### src/rtl/ram_queue_if.sv
// Enqueue/dequeue handshake bundle for ram_queue.
// A side transfers on a rising clock edge only when its valid and ready are both high.
// Valid must not wait on ready. Bits are meaningful only while valid is high.
interface ram_queue_if #(
  parameter int WIDTH = 79
);
  logic             enq_valid;
  logic             enq_ready;
  logic [WIDTH-1:0] enq_bits;
  logic             deq_valid;
  logic             deq_ready;
  logic [WIDTH-1:0] deq_bits;

  modport slave (
    input  enq_valid, enq_bits, deq_ready,
    output enq_ready, deq_valid, deq_bits
  );

  modport master (
    output enq_valid, enq_bits, deq_ready,
    input  enq_ready, deq_valid, deq_bits
  );
endinterface

### src/rtl/ram_queue.sv
// Ready/valid FIFO on a DEPTH x WIDTH register array, with wrap at any depth,
// occupancy count, synchronous flush and optional flow-through / pipe modes.
module ram_queue #(
  parameter  int WIDTH = 79,
  parameter  int DEPTH = 5,
  parameter  int FLOW  = 0,
  parameter  int PIPE  = 0,
  localparam int CW    = $clog2(DEPTH + 1),
  localparam int PW    = (DEPTH > 1) ? $clog2(DEPTH) : 1
) (
  input  logic          clock,
  input  logic          reset,
  input  logic          flush,
  ram_queue_if.slave    q,
  output logic [CW-1:0] count
);

  logic [WIDTH-1:0] mem [DEPTH];
  logic [PW-1:0]    enq_ptr;
  logic [PW-1:0]    deq_ptr;
  logic             maybe_full;

  logic ptr_match;
  logic empty;
  logic full;
  logic do_enq;
  logic do_deq;
  logic wr_en;
  logic rd_en;
  logic bypass;

  function automatic logic [PW-1:0] next_ptr(input logic [PW-1:0] p);
    if (DEPTH == 1 || p == PW'(DEPTH - 1)) return '0;
    return p + 1'b1;
  endfunction

  assign ptr_match = (enq_ptr == deq_ptr);
  assign empty     = ptr_match & ~maybe_full;
  assign full      = ptr_match & maybe_full;

  always_comb begin
    q.deq_valid = ~empty;
    q.deq_bits  = mem[deq_ptr];
    q.enq_ready = ~full;
    if (FLOW != 0 && empty) begin
      q.deq_valid = q.enq_valid;
      q.deq_bits  = q.enq_bits;
    end
    if (PIPE != 0 && full) begin
      q.enq_ready = q.deq_ready;
    end
  end

  assign do_enq = q.enq_valid & q.enq_ready;
  assign do_deq = q.deq_valid & q.deq_ready;

  // A flow-through transfer into an empty queue never touches storage.
  assign bypass = (FLOW != 0) && empty && q.deq_ready;
  assign wr_en  = do_enq & ~bypass;
  assign rd_en  = do_deq & ~empty;

  always_ff @(posedge clock or negedge reset) begin
    if (!reset) begin
      enq_ptr    <= '0;
      deq_ptr    <= '0;
      maybe_full <= 1'b0;
    end else if (flush) begin
      enq_ptr    <= '0;
      deq_ptr    <= '0;
      maybe_full <= 1'b0;
    end else begin
      if (wr_en) enq_ptr <= next_ptr(enq_ptr);
      if (rd_en) deq_ptr <= next_ptr(deq_ptr);
      if (wr_en != rd_en) maybe_full <= wr_en;
    end
  end

  // Storage is deliberately left out of reset.
  always_ff @(posedge clock) begin
    if (reset && !flush && wr_en) begin
      mem[enq_ptr] <= q.enq_bits;
    end
  end

  always_comb begin
    logic [CW:0] diff;
    diff = '0;
    if (ptr_match) begin
      diff = maybe_full ? (CW+1)'(DEPTH) : '0;
    end else if (enq_ptr > deq_ptr) begin
      diff = (CW+1)'(enq_ptr) - (CW+1)'(deq_ptr);
    end else begin
      diff = (CW+1)'(DEPTH) + (CW+1)'(enq_ptr) - (CW+1)'(deq_ptr);
    end
    count = diff[CW-1:0];
  end

  a_enq_ptr_range: assert property (@(posedge clock) disable iff (!reset)
    32'(enq_ptr) < DEPTH);
  a_deq_ptr_range: assert property (@(posedge clock) disable iff (!reset)
    32'(deq_ptr) < DEPTH);
  a_count_range: assert property (@(posedge clock) disable iff (!reset)
    32'(count) <= DEPTH);

endmodule

### src/flat_wrapper.sv
// flat-port wrapper written by rule: the top's interface ports become plain ports
module ram_queue_flat 
#(
  parameter  int WIDTH = 79,
  parameter  int DEPTH = 5,
  parameter  int FLOW  = 0,
  parameter  int PIPE  = 0,
  localparam int CW    = $clog2(DEPTH + 1),
  localparam int PW    = (DEPTH > 1) ? $clog2(DEPTH) : 1
)
  (clock, reset, flush, count, q_enq_valid, q_enq_bits, q_deq_ready, q_enq_ready, q_deq_valid, q_deq_bits);
  ram_queue_if #(.WIDTH(WIDTH)) q_i ();
  input  logic clock;
  input  logic reset;
  input  logic flush;
  output logic [CW-1:0] count;
  input wire logic [$bits(q_i.enq_valid)-1:0] q_enq_valid;
  input wire logic [$bits(q_i.enq_bits)-1:0] q_enq_bits;
  input wire logic [$bits(q_i.deq_ready)-1:0] q_deq_ready;
  output wire logic [$bits(q_i.enq_ready)-1:0] q_enq_ready;
  output wire logic [$bits(q_i.deq_valid)-1:0] q_deq_valid;
  output wire logic [$bits(q_i.deq_bits)-1:0] q_deq_bits;
  assign q_i.enq_valid = q_enq_valid;
  assign q_i.enq_bits = q_enq_bits;
  assign q_i.deq_ready = q_deq_ready;
  assign q_enq_ready = q_i.enq_ready;
  assign q_deq_valid = q_i.deq_valid;
  assign q_deq_bits = q_i.deq_bits;
  ram_queue #(.WIDTH(WIDTH), .DEPTH(DEPTH), .FLOW(FLOW), .PIPE(PIPE)) u_core (.clock(clock), .reset(reset), .flush(flush), .q(q_i), .count(count));
endmodule
### config.mk
export PLATFORM = sky130hd
export DESIGN_NAME = ram_queue_flat
export DESIGN_NICKNAME = d
export VERILOG_FILES = /design/src/rtl/ram_queue_if.sv /design/src/rtl/ram_queue.sv /design/src/flat_wrapper.sv
export SDC_FILE = /design/constraint.sdc
export NUM_CORES = 1
export LEC_CHECK = 0
export CAP_MARGIN = 20
export CORE_MARGIN = 2
export CORE_UTILIZATION = 40
export CTS_CLUSTER_SIZE = 28
export DETAILED_ROUTE_END_ITERATION = 8
export PLACE_DENSITY = 0.7
export SYNTH_ARGS = -nofsm -noshare
export SYNTH_HDL_FRONTEND = slang
export SYNTH_SLANG_ARGS = --single-unit
### constraint.sdc
create_clock -name clock -period 9.9 [get_ports clock]
set_clock_uncertainty 0.1 [all_clocks]
set_input_delay 0.99 -clock clock [delete_from_list [all_inputs] [get_ports clock]]
set_output_delay 0.99 -clock clock [all_outputs]
set_load 0.05 [all_outputs]
==> results.py, run 1 <==
metrics = {
    "critical_path": {
        "crit_path_cell_trace": "clkinv_2 > ha_1 > nor3_1 > mux2_2 > a31oi_1 > clkdlybuf4s50_1",
        "critical-path-max-stage-delay_ns": 0.82,
        "crit_path_end_kind": "output port",
        "critPathMaxFanout": 44,
        "crit_path_class": "flip-flop to output port",
        "timing.critical_path.max_delay_family": "buffers and inverters",
        "critPathRequiredTime_ns": 8.81,
        "worst_ep_arrival_time_ns": 4.25,
        "number_of_buffer_and_inverter_stages_on_the_critical_path": 2,
        "critical_path.startpoint_type": "flip-flop",
        "worst_path_max_delay_cell": "dfrtp_4",
    },
    "floorplan": {
        "core_region_area_um2": 38470,
        "die_w_um": 200.9,
        "die-height_um": 200.9,
        "die-area_um2": 40340,
        "initial_utilization_pct": 40.30,
        "core.rowCount": 72,
        "boundaryPins": 168,
    },
    "synthesis": {
        "ys_ff_latch": 402,
        "synth.area.top_cells": "edfxtp_1 77%, mux4_2 11%, nand2_1 6.1%, dfrtp_1 1.1%, buf_12 0.90%",
        "yosys_warnings": 0,
        "synthMostInstantiatedCell": "edfxtp_1",
        "ys.flop_type": "edfxtp_1",
        "netlist_instances": 830,
        "synthArstFlopShare_pct": 1.741,
        "synth-edff-count": 395,
        "post_synth_design_cell_area_um2": 15500,
        "sequential_fraction_of_the_synthesis_area_pct": 77.65,
        "synth_area_per_cell_um2": 18.68,
        "synth.distinct_cells": 34,
        "yosys-top-cells-count": "395 x edfxtp_1, 250 x nand2_1, 79 x mux4_2",
        "synth_nets": 925,
        "netlist.area_leader.share_pct": 76.52,
        "synth_top_cell_by_area": "edfxtp_1",
    },
    "cts": {
        "numCtsBuffers": 41,
        "cts.clk_slew.worst_paths_ns": 0.06,
        "tritoncts": "done",
        "clk-insertion-delay-late_ns": 0.52,
        "post_cts_resized": 0,
        "postCtsHoldBufs": 0,
        "h_tree_level_count": 2,
        "tritoncts_num_sinks": 402,
        "clk_root_buffer_cell": "clkbuf_16",
        "cts_setup_buffers": 0,
        "clockBufferDepth": 3,
    },
    "global_route": {
        "grt_start_max_net_pins": 49,
        "via_count_of_the_first_global_routing_pass": 8310,
        "total_congestion_overflow": 0,
        "grt_antenna_before_repair": 2,
        "overall_routing_resource_usage_pct": 15.81,
        "global_route_wire_length_before_repair_um": 48800,
    },
    "routing": {
        "route.detailed.drc": 0,
        "avgRoutedWirePerCell_um": 20.10,
        "antenna_violating_nets_post_route": 0,
        "num_vias": 7903,
        "first_iter_violations": 472,
        "drt-pass1-iter-count": 5,
        "drt_wl_total_um": 31520,
        "vias_per_cell": 5.040,
    },
    "sta": {
        "hold_viol": 0,
        "fin_ws_ns": 4.556,
        "setup_viol_count_final": 0,
        "timing_worst_slew_pin_value_ns": 0.8909,
        "slew-limit-headroom_pct": 40.60,
        "achievable-frequency_mhz": 187.1,
        "finalMaxSlewViolations": 0,
        "period_needed_ns": 5.344,
        "timing.setup.tns_ns": 0,
        "unrepaired_setup_endpoints_after_global_routing": "no",
        "portion_of_the_clock_cycle_consumed_by_the_worst_path_in_the_final_layout_pct": 53.98,
    },
    "min_path": {
        "min-delay-path-class": "flip-flop to flip-flop",
    },
    "placed_design": {
        "io_buffer_count": 167,
        "globalplace.congestion": 0.7672,
        "post-dp-hpwl_um": 17350,
        "pre_cts_setup_slack_ns": 5.016,
    },
    "power": {
        "power-per-cell-area_nw_per_um2": 216.2,
        "worst_ir_drop_vdd_uv": 146.1,
        "p_leak_nw": 6.291,
    },
    "cells_and_area": {
        "area_growth_pct": 22.43,
        "filler_cell_count": 3215,
        "total_number_of_nets_in_the_final_design": 1112,
        "drive_above_1_share_pct": 15.35,
    },
    "run": {
        "max_cap_viol_count": 0,
    },
    "status": {
        "status": "complete, no violations",
    },
}
[final cells by class]
class / instances / area, um^2 / area share [%]
Sequential cell: 402 / 12050 / 63.48
Tap cell: 518 / 648.1 / 3.415
Inverter: 7 / 27.53 / 0.1450
Antenna cell: 1 / 2.502 / 0.01319
Clock buffer: 51 / 1106 / 5.828
Timing Repair Buffer: 182 / 1784 / 9.401
Multi-Input combinational cell: 383 / 3169 / 16.70
Clock inverter: 24 / 192.7 / 1.015
[cells by family (layout without fill, tap and decap cells)]
family	count (synthesis)	after routing	synth area share (%)
adders and majority gates	11	11	0.9363
muxes	81	81	11.62
other	0	1	0
buffers and inverters	45	264	2.090
DFF	402	402	77.65
and+or+nand+nor	273	273	6.958
xor gates and xnor gates	1	1	0.05651
AOI/OAI and AO/OA	17	17	0.6861
[flip-flops by register name, indices dropped and copies added (netlist names)]
| name | flops |
|---|---|
| u_core.deq_ptr | 3 |
| u_core.enq_ptr | 3 |
| u_core.maybe_full | 1 |
| u_core.mem | 395 |
[power by group]
group / switching [mW] / total [mW] / internal [mW]
combinational: 0.415 / 0.690 / 0.275
clock: 0.609 / 1.48 / 0.870
sequential: 0.0355 / 1.93 / 1.90
total: 1.06 / 4.10 / 3.04
[stage by stage]
stage	hold WS (ns)	util [%]	instances	cell area (um^2)	total power, mW
3_3_place_gp	0.5164	45.95	1492	17680	2.662
6_report	0.5244	49.34	1568	18980	4.103
4_1_cts	0.5303	49.33	1567	18980	4.154
2_1_floorplan	0.4565	-	830	15500	2.453
3_5_place_dp	0.5226	45.95	1492	17680	2.666
5_1_grt	0.5744	49.33	1567	18980	4.259
[worst reg2reg max path: cells and delay by family, from the launching register on]
kind / cells / cell delay [ns]
adder cells (fa/ha/maj): 1 / 0.65
buffers and inverters: 3 / 1.90
flip-flops: 1 / 0.82
AND/OR/NAND/NOR: 3 / 0.83
[routing by layer]
layer / track usage (%) / up-vias / share of wire [%]
met5: 0 / - / 0
met4: 4.656 / 0 / 2.0
met3: 4.075 / 46 / 7.0
met2: 25.53 / 258 / 48
met1: 21.31 / 4028 / 43
li1: - / 3571 / -
[layout by cell type, fill, tap and decap left out, types with 2 or more instances in the layout]
cell / Yosys / routed
clkinv_1: 0 / 12
mux4_2: 79 / 79
dfrtp_1: 7 / 4
ha_1: 10 / 10
nand3b_1: 2 / 2
nor3_2: 0 / 2
clkdlybuf4s50_1: 0 / 167
nand3_1: 3 / 3
nor4_2: 0 / 3
mux2_2: 2 / 2
clkbuf_1: 11 / 8
buf_4: 0 / 15
dfrtp_4: 0 / 3
nor2_1: 2 / 2
clkbuf_16: 0 / 43
o21ai_0: 3 / 3
a21oi_1: 7 / 7
bufinv_16: 0 / 3
clkinv_2: 0 / 6
clkinvlp_4: 0 / 2
nand4b_1: 2 / 2
nand2_1: 250 / 250
nand4_1: 6 / 6
inv_1: 6 / 6
edfxtp_1: 395 / 395
[path summary, 6_finish.rpt]
check,start,end,slack (ns),cells past startpoint
max in group asynchronous,reset,u_core.deq_ptr[2]$_DFFE_PN0P_,8.68,1
worst min-delay path,u_core.enq_ptr[0]$_DFFE_PN0P_,u_core.enq_ptr[0]$_DFFE_PN0P_,0.52,2
worst min register to register,u_core.enq_ptr[0]$_DFFE_PN0P_,u_core.enq_ptr[0]$_DFFE_PN0P_,0.52,2
worst max register to register,u_core.deq_ptr[2]$_DFFE_PN0P_,u_core.mem[0][3]$_DFFE_PP_,5.21,7
worst max-delay path,u_core.deq_ptr[2]$_DFFE_PN0P_,count[2],4.56,6
min in group asynchronous,reset,u_core.deq_ptr[1]$_DFFE_PN0P_,0.68,1
Note: power is estimated with default switching activity, not from simulation.
==> inputs of run 2 (changes only) <==
- PLACE_DENSITY: 0.7 -> 0.68
- clock period: 9.9 -> 5.4 ns (I/O delays scaled with it)
==> run 2 against run 1 <==
Compared with the run above: global-route usage hardly changed; via count is 0.52% lower; clock power is 89% higher; count of clock-buffer cells in the layout is 2 lower; non-clock buffer count stayed put; first-iteration DRC count is 14% lower; setup slack worse by 3.5 ns; utilization is 0.24 points higher; critical endpoint unchanged; largest power group unchanged.
==> results.py, run 2 (same netlist as run 1, synthesis figures left out) <==
metrics = {
    "cts": {
        "h_tree_level_count": 2,
        "post_cts_resized": 0,
        "postCtsHoldBufs": 0,
        "clockBufferDepth": 3,
        "tritoncts": "done",
        "cts.clk_slew.worst_paths_ns": 0.06,
        "tritoncts_num_sinks": 402,
        "cts_setup_buffers": 0,
        "clk_root_buffer_cell": "clkbuf_16",
        "numCtsBuffers": 42,
        "clk-insertion-delay-late_ns": 0.54,
    },
    "cells_and_area": {
        "final_cells": 1569,
        "total_number_of_nets_in_the_final_design": 1113,
        "drive_above_1_share_pct": 15.52,
        "largest_register_ffs": 395,
        "utilization_pct": 49.58,
        "area_growth_pct": 23.04,
        "top_regs": "u_core.mem x395, u_core.deq_ptr x3, u_core.enq_ptr x3",
        "layout.cells.most_common": "edfxtp_1",
        "largest-register": "u_core.mem",
        "layout.cells.most_common_list": "395 x edfxtp_1, 250 x nand2_1, 167 x clkdlybuf4s50_1",
    },
    "critical_path": {
        "r2r_setup_slack_ns": 1.76,
        "crit_path_end": "count[2]",
        "critPathMaxFanout": 29,
        "critPathRequiredTime_ns": 4.76,
        "critical_path.startpoint_type": "flip-flop",
        "worst_r2r_endpoint": "u_core.mem[0][55]$_DFFE_PP_",
        "crit_path_class": "flip-flop to output port",
        "worst_setup_path_startpoint": "u_core.deq_ptr[1]$_DFFE_PN0P_",
        "crit_path_end_kind": "output port",
        "reg2reg_depth": 6,
        "crit-reg2reg-launch": "u_core.deq_ptr[0]$_DFFE_PN0P_",
        "worst_ep_arrival_time_ns": 3.70,
    },
    "routing": {
        "antenna_violating_nets_post_route": 0,
        "drt-pass1-iter-count": 4,
        "vias_per_cell": 5.011,
        "route.detailed.drc": 0,
        "drt_wl_total_um": 31580,
        "first_iter_violations": 406,
        "num_vias": 7862,
        "avgRoutedWirePerCell_um": 20.13,
    },
    "placed_design": {
        "post-dp-hpwl_um": 16990,
        "globalplace.congestion": 0.6922,
        "io_buffer_count": 167,
        "place.detailed.instances": 1492,
        "pre_cts_setup_slack_ns": 1.511,
    },
    "status": {
        "status": "complete, no violations",
    },
    "sta": {
        "hold_viol": 0,
        "achievable-frequency_mhz": 230.5,
        "finalMaxSlewViolations": 0,
        "timing_worst_slew_pin_value_ns": 1.008,
        "timing.setup.tns_ns": 0,
        "slew-limit-headroom_pct": 32.82,
        "period_needed_ns": 4.339,
        "setup_viol_count_final": 0,
        "portion_of_the_clock_cycle_consumed_by_the_worst_path_in_the_final_layout_pct": 80.35,
        "unrepaired_setup_endpoints_after_global_routing": "no",
        "fin_ws_ns": 1.061,
    },
    "floorplan": {
        "die_w_um": 200.9,
        "initial_utilization_pct": 40.30,
        "die-area_um2": 40340,
        "core_region_area_um2": 38470,
        "boundaryPins": 168,
        "die-height_um": 200.9,
        "core.rowCount": 72,
    },
    "global_route": {
        "via_count_of_the_first_global_routing_pass": 8240,
        "total_congestion_overflow": 0,
        "grt_start_max_net_pins": 62,
        "global_route_wire_length_before_repair_um": 48540,
        "overall_routing_resource_usage_pct": 15.84,
        "grt_antenna_before_repair": 2,
    },
    "power": {
        "power-per-cell-area_nw_per_um2": 398.6,
        "power_total_mw": 7.602,
        "p_leak_nw": 6.323,
        "worst_ir_drop_vdd_uv": 310.8,
    },
    "run": {
        "max_cap_viol_count": 0,
    },
    "min_path": {
        "min-delay-path-class": "input pin to async pin",
    },
}
## run 2: how the worst min path moves through the flow
stage                                  start                       endpoint  depth (start not counted)
2_1_floorplan                          reset  u_core.deq_ptr[0]$_DFFE_PN0P_                          0
3_3_place_gp   u_core.enq_ptr[0]$_DFFE_PN0P_  u_core.enq_ptr[0]$_DFFE_PN0P_                          2
3_5_place_dp   u_core.enq_ptr[0]$_DFFE_PN0P_  u_core.enq_ptr[0]$_DFFE_PN0P_                          2
4_1_cts                                reset  u_core.enq_ptr[2]$_DFFE_PN0P_                          1
5_1_grt                                reset  u_core.enq_ptr[2]$_DFFE_PN0P_                          1
6_report                               reset  u_core.enq_ptr[2]$_DFFE_PN0P_                          1
## run 2: area by class of cell
type                    count  area [um^2]
fillers                  3186        19390
flip-flops and latches    402        12050
multi-input cells         383         3208
repair buffers            182         1809
clock buffers              49         1099
well taps                 518        648.1
clock inverters            27        230.2
inverters                   7        27.53
diodes                      1        2.502
## run 2: worst max-delay path: stages, from the launching register on
cell and delay [ns]:
dfrtp_4 0.71, inv_1 0.19, ha_1 0.43, and2b_1 0.21, nor3_1 0.16, mux2_2 0.36, a31oi_1 0.24, clkdlybuf4s50_1 0.86
## run 2: metal layers
metal  up-vias  wire length (um)  GRT usage [%]  share of wire [%]
met5         -                 0              0                  0
met4         0               686          5.212                2.2
met3        54              1561          3.685                4.9
met2       182             16050          27.33                 51
met1      4044             13280          19.80                 42
li1       3582                 -              -                  -
## run 2: power breakdown
part / internal, mW / switching (mW)
logic: 0.507 / 0.781
clock network: 1.64 / 1.14
registers: 3.48 / 0.0476
## run 2: through the flow
stage	area [um^2]	hold WS, ns
final	19070	0.2208
after global routing	19070	0.2243
after CTS	19070	0.1846
after detailed placement	17740	0.4999
after global placement	17740	0.5000
after floorplan	15530	0.1444
==> inputs of run 3 (changes only) <==
- clock period: 5.4 -> 4.3 ns (I/O delays scaled with it)
==> run 3 against run 2 <==
Compared with the run above: global-route usage fell by 0.24 points; final cell count fell by 0.45%; first-iteration DRC count fell by 2.2%; die area did not move; via count fell by 0.11%; worst hold slack got worse by 0.078 ns; sequential share of layout area rose by 0.25 points; register-to-register slack got worse by 0.40 ns; routed wire length fell by 0.47%; critical endpoint unchanged; largest cell class unchanged; highest routed layer is now met5.
==> results.py, run 3 (same netlist as run 1, synthesis figures left out) <==
metrics = {
    "status": {
        "status": "complete, no violations",
    },
    "routing": {
        "avgRoutedWirePerCell_um": 20.12,
        "antenna_violating_nets_post_route": 0,
        "first_iter_violations": 397,
        "drt-pass1-iter-count": 4,
        "num_vias": 7853,
        "drt_wl_total_um": 31430,
        "vias_per_cell": 5.028,
        "route.detailed.drc": 0,
    },
    "floorplan": {
        "die-area_um2": 40340,
        "die_w_um": 200.9,
        "initial_utilization_pct": 40.30,
        "die-height_um": 200.9,
        "core_region_area_um2": 38470,
        "boundaryPins": 168,
        "core.rowCount": 72,
    },
    "sta": {
        "timing_worst_slew_pin_value_ns": 0.7877,
        "finalMaxSlewViolations": 0,
        "fin_ws_ns": 0.5370,
        "slew-limit-headroom_pct": 47.48,
        "hold_viol": 0,
        "achievable-frequency_mhz": 265.7,
        "portion_of_the_clock_cycle_consumed_by_the_worst_path_in_the_final_layout_pct": 87.51,
        "timing.setup.tns_ns": 0,
        "unrepaired_setup_endpoints_after_global_routing": "no",
        "setup_viol_count_final": 0,
        "period_needed_ns": 3.763,
        "fin_hold_ws_ns": 0.1428,
    },
    "cells_and_area": {
        "drive_above_1_share_pct": 15.52,
        "largest-register": "u_core.mem",
        "largest_register_ffs": 395,
        "layout.cells.most_common": "edfxtp_1",
        "utilization_pct": 49.39,
        "total_number_of_nets_in_the_final_design": 1113,
        "top_regs": "u_core.mem x395, u_core.deq_ptr x3, u_core.enq_ptr x3",
        "final_design_area_no_fill_um2": 19000,
        "final_cells": 1562,
        "antenna_cells_inserted": 0,
        "layout.cells.most_common_list": "395 x edfxtp_1, 249 x nand2_1, 167 x clkdlybuf4s50_1",
        "area_growth_pct": 22.55,
        "filler_cell_count": 3192,
    },
    "cts": {
        "cts_setup_buffers": 0,
        "tritoncts": "done",
        "postCtsHoldBufs": 0,
        "tritoncts_num_sinks": 402,
        "post_cts_resized": 0,
        "h_tree_level_count": 2,
        "clockBufferDepth": 3,
        "clk_root_buffer_cell": "clkbuf_16",
        "clk-insertion-delay-late_ns": 0.52,
        "cts.clk_slew.worst_paths_ns": 0.06,
        "numCtsBuffers": 41,
    },
    "power": {
        "power-per-cell-area_nw_per_um2": 485.8,
        "p_leak_nw": 6.262,
        "power_total_mw": 9.228,
        "worst_ir_drop_vdd_uv": 347.8,
    },
    "placed_design": {
        "globalplace.congestion": 0.7147,
        "post-dp-hpwl_um": 17480,
        "io_buffer_count": 167,
        "placement.cell_area_um2": 17810,
        "place.detailed.instances": 1493,
        "pre_cts_setup_slack_ns": 1.035,
    },
    "global_route": {
        "total_congestion_overflow": 0,
        "grt_antenna_before_repair": 1,
        "grt_start_max_net_pins": 83,
        "global_route_wire_length_before_repair_um": 48440,
        "overall_routing_resource_usage_pct": 15.60,
        "via_count_of_the_first_global_routing_pass": 8219,
    },
    "min_path": {
        "min-delay-path-class": "input pin to async pin",
    },
    "critical_path": {
        "critPathRequiredTime_ns": 3.77,
        "critPathMaxFanout": 9,
        "crit_path_end_kind": "output port",
        "crit_path_class": "flip-flop to output port",
        "worst_setup_path_startpoint": "u_core.enq_ptr[1]$_DFFE_PN0P_",
        "worst_ep_arrival_time_ns": 3.23,
        "crit-reg2reg-launch": "u_core.deq_ptr[2]$_DFFE_PN0P_",
        "critical_path.startpoint_type": "flip-flop",
    },
    "run": {
        "max_cap_viol_count": 0,
    },
}
[run 3: changes by cell type in the layout (fill, tap and decap cells not counted), sizes merged]
cell,change
buf,+1
bufinv,-4
clkbuf,+3
clkinv,-7
clkinvlp,+1
diode,-1
[run 3: final timing paths]
check / endpoint / slack, ns / cells past startpoint
max: count[2] / 0.54 / 6
max in group asynchronous: u_core.deq_ptr[0]$_DFFE_PN0P_ / 3.59 / 1
min in group clock: u_core.mem[4][1]$_DFFE_PP_ / 0.47 / 1
min: u_core.enq_ptr[2]$_DFFE_PN0P_ / 0.14 / 1
min reg2reg: u_core.enq_ptr[0]$_DFFE_PN0P_ / 0.55 / 2
max reg2reg: u_core.mem[4][3]$_DFFE_PP_ / 1.36 / 6
[run 3: layer usage]
metal,vias to the layer above,GRT usage [%],share of wire (%),wire length [um]
li1,3575,-,-,-
met1,4077,21.27,46,14350
met2,158,25.91,49,15330
met3,41,2.873,3.8,1196
met4,2,4.312,1.7,535
met5,-,0,0.051,16
[run 3: where the power goes]
part / internal [mW] / switching (mW)
clock network: 1.78 / 1.37
logic: 0.654 / 1.01
registers: 4.37 / 0.0396
[run 3: cell type report]
cell class | count | area (um^2) | share of cell area [%]
sequential | 402 | 12050 | 63.42
multi-input combinational | 383 | 3253 | 17.12
timing repair buffer | 183 | 1829 | 9.629
clock buffer | 52 | 1089 | 5.730
tap | 518 | 648.1 | 3.412
clock inverter | 17 | 93.84 | 0.4940
inverter | 7 | 36.28 | 0.1910
[run 3: critical path: stages, from the launching register on]
cell and delay (ns):
dfrtp_1 0.68, ha_4 0.31, and2b_1 0.17, nor3_1 0.16, mux2_2 0.36, a31oi_1 0.20
clkdlybuf4s50_1 0.83
